## src/rtl/core_bus_bridge_pkg.sv

```systemverilog
// Shared bus types, bridge state encoding and request-building helpers.
package core_bus_bridge_pkg;

    typedef logic [31:0] addr_t;
    typedef logic [63:0] word_t;
    typedef logic [7:0]  strobe_t;
    typedef logic [7:0]  axi_len_t;

    typedef enum logic [2:0] {
        MSIZE1 = 3'd0,
        MSIZE2 = 3'd1,
        MSIZE4 = 3'd2,
        MSIZE8 = 3'd3
    } msize_t;

    typedef enum logic [1:0] {
        AXI_BURST_FIXED = 2'b00,
        AXI_BURST_INCR  = 2'b01,
        AXI_BURST_WRAP  = 2'b10
    } axi_burst_t;

    typedef struct packed {
        logic  valid;
        addr_t addr;
    } ibus_req_t;

    typedef struct packed {
        logic        addr_ok;
        logic        data_ok;
        logic [31:0] data;
    } ibus_resp_t;

    typedef struct packed {
        logic    valid;
        addr_t   addr;
        msize_t  size;
        strobe_t strobe;
        word_t   data;
    } dbus_req_t;

    typedef struct packed {
        logic  addr_ok;
        logic  data_ok;
        word_t data;
    } dbus_resp_t;

    typedef struct packed {
        logic       valid;
        logic       is_write;
        msize_t     size;
        addr_t      addr;
        strobe_t    strobe;
        word_t      data;
        axi_len_t   len;
        axi_burst_t burst;
    } cbus_req_t;

    typedef struct packed {
        logic  ready;
        logic  last;
        word_t data;
    } cbus_resp_t;

    typedef enum logic [1:0] {
        StIdle,
        StBusyI,
        StBusyD,
        StResp
    } bridge_state_t;

    // Fetches are always aligned 32-bit reads.
    function automatic cbus_req_t ibus_to_cbus(input addr_t addr);
        cbus_req_t c;
        c          = '0;
        c.valid    = 1'b1;
        c.is_write = 1'b0;
        c.size     = MSIZE4;
        c.addr     = addr;
        c.strobe   = '0;
        c.len      = '0;
        c.burst    = AXI_BURST_FIXED;
        return c;
    endfunction

    // A data access is a write exactly when any byte lane is enabled.
    function automatic cbus_req_t dbus_to_cbus(input addr_t addr, input msize_t size,
                                               input strobe_t strobe, input word_t data);
        cbus_req_t c;
        c          = '0;
        c.valid    = 1'b1;
        c.is_write = (strobe != '0);
        c.size     = size;
        c.addr     = addr;
        c.strobe   = strobe;
        c.data     = data;
        c.len      = '0;
        c.burst    = AXI_BURST_FIXED;
        return c;
    endfunction

endpackage

```

## src/rtl/cbus_rr_arbiter.sv

```systemverilog
// Two-way round-robin grant between ibus and dbus; priority flips to the
// master that was not served by the most recent completed transaction.
module cbus_rr_arbiter (
    input  logic clk,
    input  logic reset,
    input  logic ireq_valid,
    input  logic dreq_valid,
    input  logic served,
    input  logic served_dbus,
    output logic grant_ibus,
    output logic grant_dbus
);

    // 0: dbus wins a tie, 1: ibus wins a tie.
    logic prio_ibus_q;

    // Remember who was served last so the other master wins the next tie.
    always_ff @(posedge clk or posedge reset) begin
        if (reset) begin
            prio_ibus_q <= 1'b0;
        end else if (served) begin
            prio_ibus_q <= served_dbus;
        end
    end

    // Combinational grant from the current requests and tie-break bit.
    always_comb begin
        grant_dbus = dreq_valid && (!ireq_valid || !prio_ibus_q);
        grant_ibus = ireq_valid && (!dreq_valid || prio_ibus_q);
    end

endmodule

```

## src/rtl/core_bus_bridge.sv

```systemverilog
// Bridges an instruction bus and a data bus onto one single-beat cbus port.
// One transaction is in flight at a time; requests are not queued.
module core_bus_bridge
    import core_bus_bridge_pkg::*;
(
    input  logic       clk,
    input  logic       reset,
    input  ibus_req_t  ireq,
    output ibus_resp_t iresp,
    input  dbus_req_t  dreq,
    output dbus_resp_t dresp,
    output cbus_req_t  oreq,
    input  cbus_resp_t oresp
);

    bridge_state_t state_q, state_d;
    cbus_req_t     req_q, req_d;
    logic          owner_dbus_q, owner_dbus_d;
    word_t         data_q, data_d;

    logic idle, busy, served;
    logic grant_ibus, grant_dbus;

    assign idle   = (state_q == StIdle);
    assign busy   = (state_q == StBusyI) || (state_q == StBusyD);
    assign served = busy && oresp.ready && oresp.last;

    cbus_rr_arbiter u_arb (
        .clk         (clk),
        .reset       (reset),
        .ireq_valid  (idle && ireq.valid),
        .dreq_valid  (idle && dreq.valid),
        .served      (served),
        .served_dbus (owner_dbus_q),
        .grant_ibus  (grant_ibus),
        .grant_dbus  (grant_dbus)
    );

    // State, latched request, owner and captured read data.
    always_ff @(posedge clk or posedge reset) begin
        if (reset) begin
            state_q      <= StIdle;
            req_q        <= '0;
            owner_dbus_q <= 1'b0;
            data_q       <= '0;
        end else begin
            state_q      <= state_d;
            req_q        <= req_d;
            owner_dbus_q <= owner_dbus_d;
            data_q       <= data_d;
        end
    end

    // Next state, request latch and master-facing handshakes.
    always_comb begin
        state_d      = state_q;
        req_d        = req_q;
        owner_dbus_d = owner_dbus_q;
        data_d       = data_q;
        iresp        = '0;
        dresp        = '0;
        unique case (state_q)
            StIdle: begin
                if (grant_dbus) begin
                    dresp.addr_ok = 1'b1;
                    req_d         = dbus_to_cbus(dreq.addr, dreq.size, dreq.strobe, dreq.data);
                    owner_dbus_d  = 1'b1;
                    state_d       = StBusyD;
                end else if (grant_ibus) begin
                    iresp.addr_ok = 1'b1;
                    req_d         = ibus_to_cbus(ireq.addr);
                    owner_dbus_d  = 1'b0;
                    state_d       = StBusyI;
                end
            end
            StBusyI, StBusyD: begin
                // ready without last is a stray beat and is ignored.
                if (served) begin
                    data_d  = oresp.data;
                    state_d = StResp;
                end
            end
            StResp: begin
                if (owner_dbus_q) begin
                    dresp.data_ok = 1'b1;
                    dresp.data    = data_q;
                end else begin
                    iresp.data_ok = 1'b1;
                    iresp.data    = req_q.addr[2] ? data_q[63:32] : data_q[31:0];
                end
                state_d = StIdle;
            end
            default: state_d = StIdle;
        endcase
    end

    // Outbound request comes only from the latch, and only while busy.
    always_comb begin
        oreq = '0;
        if (busy) begin
            oreq = req_q;
        end
    end

endmodule
```

## config.mk

```make
export PLATFORM = sky130hd
export DESIGN_NAME = core_bus_bridge
export DESIGN_NICKNAME = d
export VERILOG_FILES = /design/src/rtl/core_bus_bridge_pkg.sv /design/src/rtl/cbus_rr_arbiter.sv /design/src/rtl/core_bus_bridge.sv
export SDC_FILE = /design/constraint.sdc
export NUM_CORES = 1
export LEC_CHECK = 0
export BUFFER_PORTS_ARGS = -buffer_cell sky130_fd_sc_hd__clkbuf_2
export CAP_MARGIN = 20
export CORE_AREA = 2 2 190 192
export CTS_BUF_LIST = sky130_fd_sc_hd__clkbuf_16
export DETAILED_ROUTE_END_ITERATION = 8
export DIE_AREA = 0 0 192 194
export PLACE_DENSITY = 0.46
export SETUP_SLACK_MARGIN = 0.02
export SKIP_LAST_GASP = 1
export SYNTH_ARGS = -nofsm -noshare
export SYNTH_HDL_FRONTEND = slang
export SYNTH_SLANG_ARGS = --single-unit
```

## constraint.sdc

```tcl
create_clock -name clk -period 6.37 [get_ports clk]
set_clock_uncertainty 0.1 [all_clocks]
set_input_delay 0 -clock clk [delete_from_list [all_inputs] [get_ports clk]]
set_output_delay 0 -clock clk [all_outputs]
set_load 0.02 [all_outputs]
```

==> metrics.log, run 1 <==
INFO  metric first_pass_grt_wire_length = 46.8 mm
INFO  metric clock_latency_of_the_later_clocked_register_in_the_worst_skew_pair = 0.44 ns
INFO  metric total_leakage_power = 6.95 nW
INFO  metric final_min_period_over_clock_period = 46.0%
INFO  metric criticalPathCategory = reg2out
INFO  metric critical_path.max_fanout = 77
INFO  metric drt_first_iter_violations = 256
INFO  metric path_clk_slew = 0.07 ns
INFO  metric synthMuxAreaShare = 12.4%
INFO  metric vias_per_cell = 4.45
INFO  metric timing.reg2reg.setup_slack = 3.74 ns
INFO  metric gr-total-overflow = 0
INFO  metric instances_no_fill = 1855
INFO  metric coreArea = 0.0352 sq mm
INFO  metric antenna_left = 0
INFO  metric routed_wirelength = 30.5 mm
INFO  metric die_area = 0.0372 sq mm
INFO  metric maxSlewViolCount = 0
INFO  metric synth-compound-area-share = 12.4%
INFO  metric clock_tree_from_tritoncts = built
INFO  metric yosys.area_share.xor_xnor = 0%
INFO  metric grt_pass1_vias = 8684
INFO  metric worstMarginPinSlew = 1.00 ns
INFO  metric antenna-diode-count = 0
INFO  metric gr-max-usage-layer = met2
INFO  metric post_synthesis_simple_gate_area_fraction = 18.2%
INFO  metric run_status = finished clean
INFO  metric globalRouteTotalUtil = 16.1%
INFO  metric cts_inserted_buffers = 17
INFO  metric clock_sinks = 177
INFO  metric routed-via-count = 8264
INFO  metric total_instance_count_after_detailed_placement = 1616
INFO  metric synth.avg_cell_area = 10.8 sq um
INFO  metric syn_area = 0.00868 sq mm
INFO  metric cp.arrival = 2.83 ns
INFO  metric rsz0062_at_grt = no
INFO  metric yosys_register_bits = 177
INFO  metric detail_route.drc_violations = 0
INFO  metric setup_crit_start_kind = flop
INFO  metric grt_use_met2 = 27.9%
INFO  metric gr-usage-met1 = 18.7%
INFO  metric drt_pre_antenna_iters = 4
INFO  metric die_height = 194 um
INFO  metric final_layout_size_suffix_gt1_share = 36.0%
INFO  metric start_util = 24.6%
INFO  metric hold_path_startpoint = dreq[107]
INFO  metric final_net_count = 1593
INFO  metric worst_setup_path_end_kind = output port
INFO  metric synthesis.yosys.warnings = 0
INFO  metric timing.fmax = 341 MHz
INFO  metric yosysSeqAreaShare = 51.0%
INFO  metric slew-limit-headroom = 33.3%
INFO  metric netlist.area_leader.share = 51.0%
INFO  metric layout-area-overhead-vs-synth = 58.5%
INFO  metric synth.top_cells.by_area = dfrtp_1 51%, and2_1 8.1%, a22o_1 7.6%
INFO  metric synth_most_common_cell = dfrtp_1
INFO  metric minimum_clock_period_after_layout = 2.93 ns
INFO  metric rr_startpoint = state_q[0]$_DFFE_PP0P_
INFO  metric ctsRootBufferMaster = clkbuf_16
INFO  metric io_pins = 428
INFO  metric gp_routability_congestion = 0.777
INFO  metric timing_hold_violations_final = 0
INFO  metric max-vdd-ir-drop = 0.341 mV
INFO  metric power_per_cell_area = 491 mW/mm^2
INFO  metric yosys.cell_types.count = 31
INFO  metric largest_family_of_logic_cells_by_synthesized_area = simple AND/OR/NAND/NOR gates
INFO  metric routed_wire_length_per_instance = 16.5 um
INFO  metric final-setup-viol-count = 0
INFO  metric cell_type_contributing_the_most_total_cell_area_after_synthesis = dfrtp_1
INFO  metric ctsLongestPathBuffers = 2
INFO  metric rows = 69
INFO  metric number_of_enable_flip_flop_cells_after_synthesis = 0
INFO  metric initial_antenna_violation_count = 2
INFO  metric ctsHtreeMaxLevel = 4
INFO  metric critPathLaunch = state_q[0]$_DFFE_PP0P_
INFO  metric grt_start_max_net_pins = 124
INFO  metric dpl.hpwl = 19.4 mm
INFO  metric totalNegativeSetupSlack = 0 ns
INFO  metric groute.layer.met3.usage = 5.54%
INFO  metric buffer_ports.inserted = 417
INFO  metric die_width = 192 um
INFO  metric ys_flop_type = dfrtp_1
INFO  metric synth_fa_ha_area_share = 0.432%
INFO  metric drv.max_cap_violation_count = 0
INFO  metric async_reset_ff_share = 100%
INFO  metric worst_hold_path_type = in2reg
INFO  metric worst-endpoint-required = 6.27 ns
INFO  metric synth_top_cells_by_count = 177 x dfrtp_1, 112 x and2_1, 75 x a22o_1
INFO  metric postSynthCellCount = 807
## flip-flops by register name (all words and copies together), names as in the netlist
register,flops
req_q,109
data_q,64
state_q,2
owner_dbus_q,1
u_arb.prio_ibus_q,1
## critical path, stage by stage, from the launching register on
cell,delay (ns)
dfrtp_1,0.40
inv_1,0.12
ha_4,0.20
nand2_2,0.39
nor2_4,0.21
buf_4,0.65
clkbuf_2,0.30
## layout by cell type (no fill, tap or decap), types with 2 or more instances in the layout
master and count:
inv_6 3, inv_1 4, clkinv_4 2, clkinvlp_4 2, and2_1 112, nand2b_1 2
and3_1 64, a31oi_1 34, clkbuf_2 417, mux2i_1 33, clkinv_1 2, dfrtp_1 176
bufinv_16 4, a22o_1 75, nand3_1 32, buf_4 11, dlygate4sd3_1 206, nor4_1 2
o21ai_0 32, conb_1 10, nor2_1 66, inv_8 2, mux2_2 34, mux2_1 32
clkbuf_16 17, nand2_1 4
## where the power goes
part           switching [mW]  total [mW]  leakage, nW  internal (mW)
sequential              0.306        1.94         2.15           1.63
combinational            2.14        3.67         4.50           1.52
clock                   0.488        1.15        0.301          0.661
total                    2.94        6.76         6.95           3.82
## worst paths after layout
check,endpoint,cells after the start
min in group asynchronous,req_q[14]$_DFFE_PP0P_,3
worst min register to register,req_q[118]$_DFFE_PP0P_,1
worst max-delay path,dresp[65],6
max in group asynchronous,req_q[84]$_DFFE_PP0P_,4
worst min-delay path,state_q[1]$_DFFE_PP0P_,4
worst max register to register,data_q[11]$_DFFE_PP0P_,4
## cell families (layout without fill, tap and decap cells)
group / count (synthesis) / in the layout
AOI/OAI and AO/OA: 147 / 147
adders and majority gates: 3 / 3
DFF: 177 / 177
other: 1 / 10
muxes: 99 / 99
buffers and inverters: 94 / 672
and+or+nand+nor: 286 / 286
## through the flow
step           utilization, %  total power [mW]  hold slack, ns  worst slack [ns]  cell area, sq um
2_1_floorplan               -              4.21          0.0317              1.47              8710
3_3_place_gp             31.3              5.34           0.112              2.91             11000
3_5_place_dp             31.3              5.36           0.118              2.89             11000
4_1_cts                  39.0              6.82          0.0146              2.88             13700
5_1_grt                  39.1              7.25          0.0685              3.20             13800
6_report                 39.1              6.76          0.0493              3.44             13800
## timing repair
action,in CTS,in global routing
gates resized for setup,0,0
setup buffers,0,0
hold buffers,206,0
hold endpoints to repair,295,0
## area by class of cell
cell class              count  area [sq um]
clock buffers              17           425
clock inverters            15           203
fillers                  3568         21500
inverters                   5          26.3
multi-input cells         545          3840
flip-flops and latches    177          4430
well taps                 461           577
repair buffers            635          4260
## layer usage
metal / up-vias / wire (um)
li1: 3958 / -
met5: - / 27
met2: 304 / 14600
met3: 31 / 2350
met4: 4 / 492
met1: 3967 / 13000
Note: power is estimated with default switching activity, not from simulation.
==> inputs of run 2 (changes only) <==
Clock period 6.37 ns to 2.7 ns, I/O delays scaled along.
==> run 2 against run 1 <==
  * Sequential cell count is the same
  * Sequential share of layout area shrank 0.44 points
  * Count of clock-buffer cells in the layout is the same
==> metrics.log, run 2 (synthesized netlist as in run 1, its figures left out) <==
INFO  metric ctsRootBufferMaster = clkbuf_16
INFO  metric routed_wire_length_per_instance = 16.5 um (+0.50%)
INFO  metric cts_inserted_buffers = 17 (unchanged)
INFO  metric drv.max_cap_violation_count = 0 (unchanged)
INFO  metric die_area = 0.0372 sq mm (unchanged)
INFO  metric largest-register = req_q
INFO  metric criticalPathCategory = reg2reg
INFO  metric first_pass_grt_wire_length = 47.9 mm (+2.3%)
INFO  metric buffer_ports.inserted = 417 (unchanged)
INFO  metric cp.arrival = 2.62 ns (-0.21 ns)
INFO  metric gp_routability_congestion = 0.773 (-0.44%)
INFO  metric routed-via-count = 8403 (+1.7%)
INFO  metric final_min_period_over_clock_period = 86.8%
INFO  metric globalRouteTotalUtil = 16.5% (+0.33 points)
INFO  metric detail_route.drc_violations = 0 (unchanged)
INFO  metric worst_hold_path_type = in2reg
INFO  metric initial_antenna_violation_count = 0 (-2)
INFO  metric timing.fmax = 427 MHz
INFO  metric antenna-diode-count = 0 (unchanged)
INFO  metric final_common_cell = clkbuf_2
INFO  metric slew-limit-headroom = 51.0% (+18 points)
INFO  metric clock_sinks = 177 (unchanged)
INFO  metric power_per_cell_area = 1150 mW/mm^2 (+130%)
INFO  metric max-vdd-ir-drop = 0.755 mV (+120%)
INFO  metric grt_pass1_vias = 8895 (+2.4%)
INFO  metric die_height = 194 um (unchanged)
INFO  metric dpl.hpwl = 20.9 mm (+8.0%)
INFO  metric coreArea = 0.0352 sq mm (unchanged)
INFO  metric highest_count_cells_in_the_layout_ignoring_fill_and_taps = 417 x clkbuf_2, 207 x dlygate4sd3_1, 176 x dfrtp_1
INFO  metric gr-total-overflow = 0 (unchanged)
INFO  metric final-setup-viol-count = 0 (unchanged)
INFO  metric totalNegativeSetupSlack = 0 ns (unchanged)
INFO  metric maxSlewViolCount = 0 (unchanged)
INFO  metric total_leakage_power = 7.05 nW (+1.3%)
INFO  metric start_util = 24.6% (unchanged)
INFO  metric run_status = finished clean
INFO  metric antenna_left = 0 (unchanged)
INFO  metric drt_first_iter_violations = 233 (-9.0%)
INFO  metric worst_setup_path_end_kind = flop
INFO  metric worst-endpoint-required = 2.98 ns (-3.29 ns)
INFO  metric drt_pre_antenna_iters = 6 (+2)
INFO  metric post_cts_resized = 0 (unchanged)
INFO  metric layout-area-overhead-vs-synth = 60.7%
INFO  metric worst_slack = 0.356 ns (-3.08 ns)
INFO  metric routed_wirelength = 30.9 mm (+1.2%)
INFO  metric final_net_count = 1606 (+0.82%)
INFO  metric die_width = 192 um (unchanged)
INFO  metric ctsHtreeMaxLevel = 4 (unchanged)
INFO  metric largest_registers = req_q (109), data_q (64), state_q (2)
INFO  metric ctsLongestPathBuffers = 2 (unchanged)
INFO  metric io_pins = 428 (unchanged)
INFO  metric grt_start_max_net_pins = 113 (-8.9%)
INFO  metric rows = 69 (unchanged)
INFO  metric clock_tree_from_tritoncts = built
INFO  metric worstMarginPinSlew = 0.735 ns (-0.266 ns)
INFO  metric setup_crit_start_kind = flop
INFO  metric path_clk_slew = 0.07 ns (about the same)
INFO  metric rsz0062_at_grt = no
INFO  metric critical_path.max_fanout = 20 (-74%)
INFO  metric largest_register_ff_count = 109 (unchanged)
INFO  metric vias_per_cell = 4.50 (+0.97%)
INFO  metric minimum_clock_period_after_layout = 2.34 ns
INFO  metric final_layout_size_suffix_gt1_share = 36.5% (+0.45 points)
INFO  metric power.total = 16.1 mW (+140%)
INFO  metric timing_hold_violations_final = 0 (unchanged)
INFO  metric detailedPlace.worstSlack = 0.662 ns (-2.22 ns)
INFO  metric clock_latency_of_the_later_clocked_register_in_the_worst_skew_pair = 0.43 ns (about the same)
-- run 2: area by class of cell --
type                       instances  area (sq um)
tap                              461           577
multi-input combinational        545          3840
sequential                       177          4430
fill                            3529         21300
inverter                           5          22.5
clock inverter                    15           215
clock buffer                      17           425
timing repair buffer             648          4440
-- run 2: where the power goes --
group          total, mW  switching (mW)  internal, mW
combinational       8.64            4.97          3.67
sequential          4.69           0.833          3.86
clock               2.74            1.10          1.64
-- run 2: final timing paths --
check                                                    from                        to  slack, ns  cells after the start
worst max-delay path            u_arb.prio_ibus_q$_DFFE_PP0P_    req_q[106]$_DFFE_PP0P_       0.36                      5
worst min-delay path                                dreq[107]  owner_dbus_q$_DFFE_PP0P_       0.04                      4
worst max register to register  u_arb.prio_ibus_q$_DFFE_PP0P_    req_q[106]$_DFFE_PP0P_       0.36                      5
worst min register to register         req_q[118]$_DFFE_PP0P_    req_q[118]$_DFFE_PP0P_       0.36                      1
max in group asynchronous                               reset    req_q[117]$_DFFE_PP0P_       1.22                      5
min in group asynchronous                               reset    data_q[59]$_DFFE_PP0P_       0.56                      4
-- run 2: stage by stage --
step	hold WS, ns	area (sq um)	cells	utilization (%)
detailed placement	-0.0952	11200	1629	31.9
finish	0.0386	13900	1868	39.6
global route	0.0425	13900	1868	39.6
global placement	-0.0937	11200	1629	31.9
floorplan	0.0317	8720	816	-
CTS	0.0169	13900	1868	39.6
-- run 2: timing repair --
item	4_1_cts	5_1_grt
setup endpoints to repair	0	0
endpoints found under the hold margin	350	0
setup buffers	0	0
hold buffers	207	0
-- run 2: critical path: stages (launching register included) --
cell           delay, ns
dfrtp_1             0.44
nand2_1             0.48
buf_4               0.38
nand3_1             0.14
a31oi_1             0.18
dlygate4sd3_1       0.56
-- run 2: routing by layer --
layer	global-route usage, %	wire, um	up-vias	share of wire (%)
met3	4.83	2200	29	7.1
met2	28.2	15100	304	49
met5	0	0	-	0
met1	19.8	13100	4077	42
li1	-	-	3993	-
met4	5.06	560	0	1.8
==> inputs of run 3 (changes only) <==
Settings changed: PLACE_DENSITY 0.46 to 0.48.
==> run 3 against run 2 <==
  * Utilization grew 0.18 points
  * Total power shrank 0.20%
  * Largest cell class unchanged
  * Final area grew 0.47%
  * Critical path type unchanged
  * Via count grew 0.51%
  * Register-to-register slack is essentially flat
  * Non-clock buffer count grew 8
  * First-iteration DRC count grew 41%
  * Hold slack lost 0.0048 ns
==> metrics.log, run 3 (synthesized netlist as in run 1, its figures left out) <==
INFO  metric run_status = finished clean
INFO  metric antenna_left = 0 (unchanged)
INFO  metric gr-usage-met1 = 19.4% (-0.35 points)
INFO  metric vias_per_cell = 4.50 (about the same)
INFO  metric detail_route.drc_violations = 0 (unchanged)
INFO  metric die_height = 194 um (unchanged)
INFO  metric gp_routability_congestion = 0.765 (-1.0%)
INFO  metric globalRouteTotalUtil = 16.2% (-0.20 points)
INFO  metric antenna-diode-count = 0 (unchanged)
INFO  metric max-vdd-ir-drop = 0.716 mV (-5.1%)
INFO  metric drt_first_iter_violations = 329 (+41%)
INFO  metric largest-register = req_q
INFO  metric hold_path_startpoint = oresp[64]
INFO  metric maxSlewViolCount = 0 (unchanged)
INFO  metric rsz0062_at_grt = no
INFO  metric gr-max-usage-layer = met2
INFO  metric fillers = 3546 (+0.48%)
INFO  metric worst_slack = 0.361 ns (+0.00530 ns)
INFO  metric io_pins = 428 (unchanged)
INFO  metric power_per_cell_area = 1140 mW/mm^2 (-0.66%)
INFO  metric slew-limit-headroom = 57.8% (+6.8 points)
INFO  metric die_area = 0.0372 sq mm (unchanged)
INFO  metric worst-endpoint-required = 2.93 ns (-0.05 ns)
INFO  metric critical_path.max_fanout = 27 (+35%)
INFO  metric die_width = 192 um (unchanged)
INFO  metric final_common_cell = clkbuf_2
INFO  metric gr-total-overflow = 0 (unchanged)
INFO  metric grt_use_met2 = 27.7% (-0.47 points)
INFO  metric critPathLaunch = state_q[0]$_DFFE_PP0P_
INFO  metric post_cts_resized = 0 (unchanged)
INFO  metric coreArea = 0.0352 sq mm (unchanged)
INFO  metric grt_pass1_vias = 9001 (+1.2%)
INFO  metric rows = 69 (unchanged)
INFO  metric clock_latency_of_the_later_clocked_register_in_the_worst_skew_pair = 0.44 ns (about the same)
INFO  metric initial_antenna_violation_count = 0 (unchanged)
INFO  metric worst_hold_path_type = in2reg
INFO  metric buffer_ports.inserted = 417 (unchanged)
INFO  metric drv.max_cap_violation_count = 0 (unchanged)
INFO  metric grt_start_max_net_pins = 94 (-17%)
INFO  metric start_util = 24.6% (unchanged)
INFO  metric path_clk_slew = 0.07 ns (about the same)
INFO  metric minimum_clock_period_after_layout = 2.34 ns (-0.00530 ns)
INFO  metric routed_wirelength = 30.2 mm (-2.2%)
INFO  metric routed-via-count = 8446 (+0.51%)
INFO  metric timing_hold_violations_final = 0 (unchanged)
INFO  metric detailedPlace.worstSlack = 0.637 ns (-0.0248 ns)
INFO  metric clock_tree_from_tritoncts = built
INFO  metric power.total = 16.0 mW (-0.20%)
INFO  metric totalNegativeSetupSlack = 0 ns (unchanged)
INFO  metric rr_startpoint = state_q[0]$_DFFE_PP0P_
INFO  metric clock_sinks = 177 (unchanged)
INFO  metric total_instance_count_after_detailed_placement = 1626 (-0.18%)
INFO  metric layout-area-overhead-vs-synth = 61.4%
INFO  metric highest_count_cells_in_the_layout_ignoring_fill_and_taps = 417 x clkbuf_2, 218 x dlygate4sd3_1, 175 x dfrtp_1
INFO  metric final-setup-viol-count = 0 (unchanged)
INFO  metric drt_pre_antenna_iters = 4 (-2)
INFO  metric total_leakage_power = 7.06 nW (+0.26%)
INFO  metric worst_setup_path_end_kind = flop
INFO  metric cts_inserted_buffers = 17 (unchanged)
INFO  metric ctsHtreeMaxLevel = 4 (unchanged)
INFO  metric whs = 0.0339 ns (-0.00476 ns)
INFO  metric largest_registers = req_q (109), data_q (64), state_q (2)
INFO  metric final_min_period_over_clock_period = 86.6% (-0.20 points)
INFO  metric criticalPathCategory = reg2reg
INFO  metric first_pass_grt_wire_length = 47.7 mm (-0.23%)
INFO  metric largest_register_ff_count = 109 (unchanged)
INFO  metric instances_no_fill = 1876 (+0.43%)
INFO  metric final_net_count = 1614 (+0.50%)
INFO  metric final_layout_size_suffix_gt1_share = 36.3% (-0.14 points)
INFO  metric worstMarginPinSlew = 0.631 ns (-0.103 ns)
INFO  metric ctsRootBufferMaster = clkbuf_16
INFO  metric routed_wire_length_per_instance = 16.1 um (-2.6%)
INFO  metric setup_crit_start_kind = flop
INFO  metric timing.fmax = 428 MHz (+0.23%)
INFO  metric groute.layer.met3.usage = 4.33% (-0.51 points)
INFO  metric dpl.hpwl = 20.1 mm (-4.0%)
INFO  metric ctsLongestPathBuffers = 2 (unchanged)
INFO  metric cp.arrival = 2.57 ns (-0.05 ns)
## run 3: critical path, cell delays in order, from the launching register on
cell	delay [ns]
dfrtp_1	0.40
inv_1	0.13
ha_4	0.20
nand2_2	0.14
buf_4	0.26
o21ai_0	0.30
a31oi_1	0.12
dlygate4sd3_1	0.57
## run 3: timing repair
item	CTS	global route
setup buffers	0	0
hold endpoints to repair	350	0
hold buffers	218	0
## run 3: per-layer routing
metal  share of wire, %  routed length, um
met5                  0                  0
met4                2.4                711
met3                7.1               2160
met2                 48              14600
met1                 42              12800
## run 3: final cells by class
cell class / instances / area, sq um / share of cell area (%)
clock buffer: 17 / 425 / 3.04
clock inverter: 15 / 179 / 1.28
inverter: 5 / 22.5 / 0.161
multi-input combinational: 545 / 3840 / 27.4
sequential: 177 / 4430 / 31.6
tap: 461 / 577 / 4.12
timing repair buffer: 656 / 4540 / 32.4
## run 3: worst paths after layout
kind | depth (start not counted) | slack (ns) | end
min in group asynchronous | 4 | 0.50 | req_q[87]$_DFFE_PP0P_
max in group asynchronous | 5 | 1.35 | req_q[59]$_DFFE_PP0P_
max reg2reg | 7 | 0.36 | req_q[106]$_DFFE_PP0P_
min reg2reg | 1 | 0.36 | req_q[118]$_DFFE_PP0P_
max | 7 | 0.36 | req_q[106]$_DFFE_PP0P_
min | 3 | 0.03 | data_q[29]$_DFFE_PP0P_
## run 3: power breakdown
| part | total [mW] | switching (mW) | internal [mW] |
|---|---|---|---|
| sequential | 4.63 | 0.773 | 3.86 |
| clock | 2.63 | 1.17 | 1.47 |
| combinational | 8.77 | 4.98 | 3.80 |
## run 3: per-stage QoR
stage	instance area [sq um]	util, %
3_5_place_dp	11200	31.9
2_1_floorplan	8720	-
6_report	14000	39.8
5_1_grt	14000	39.8
3_3_place_gp	11200	31.9
4_1_cts	14000	39.8
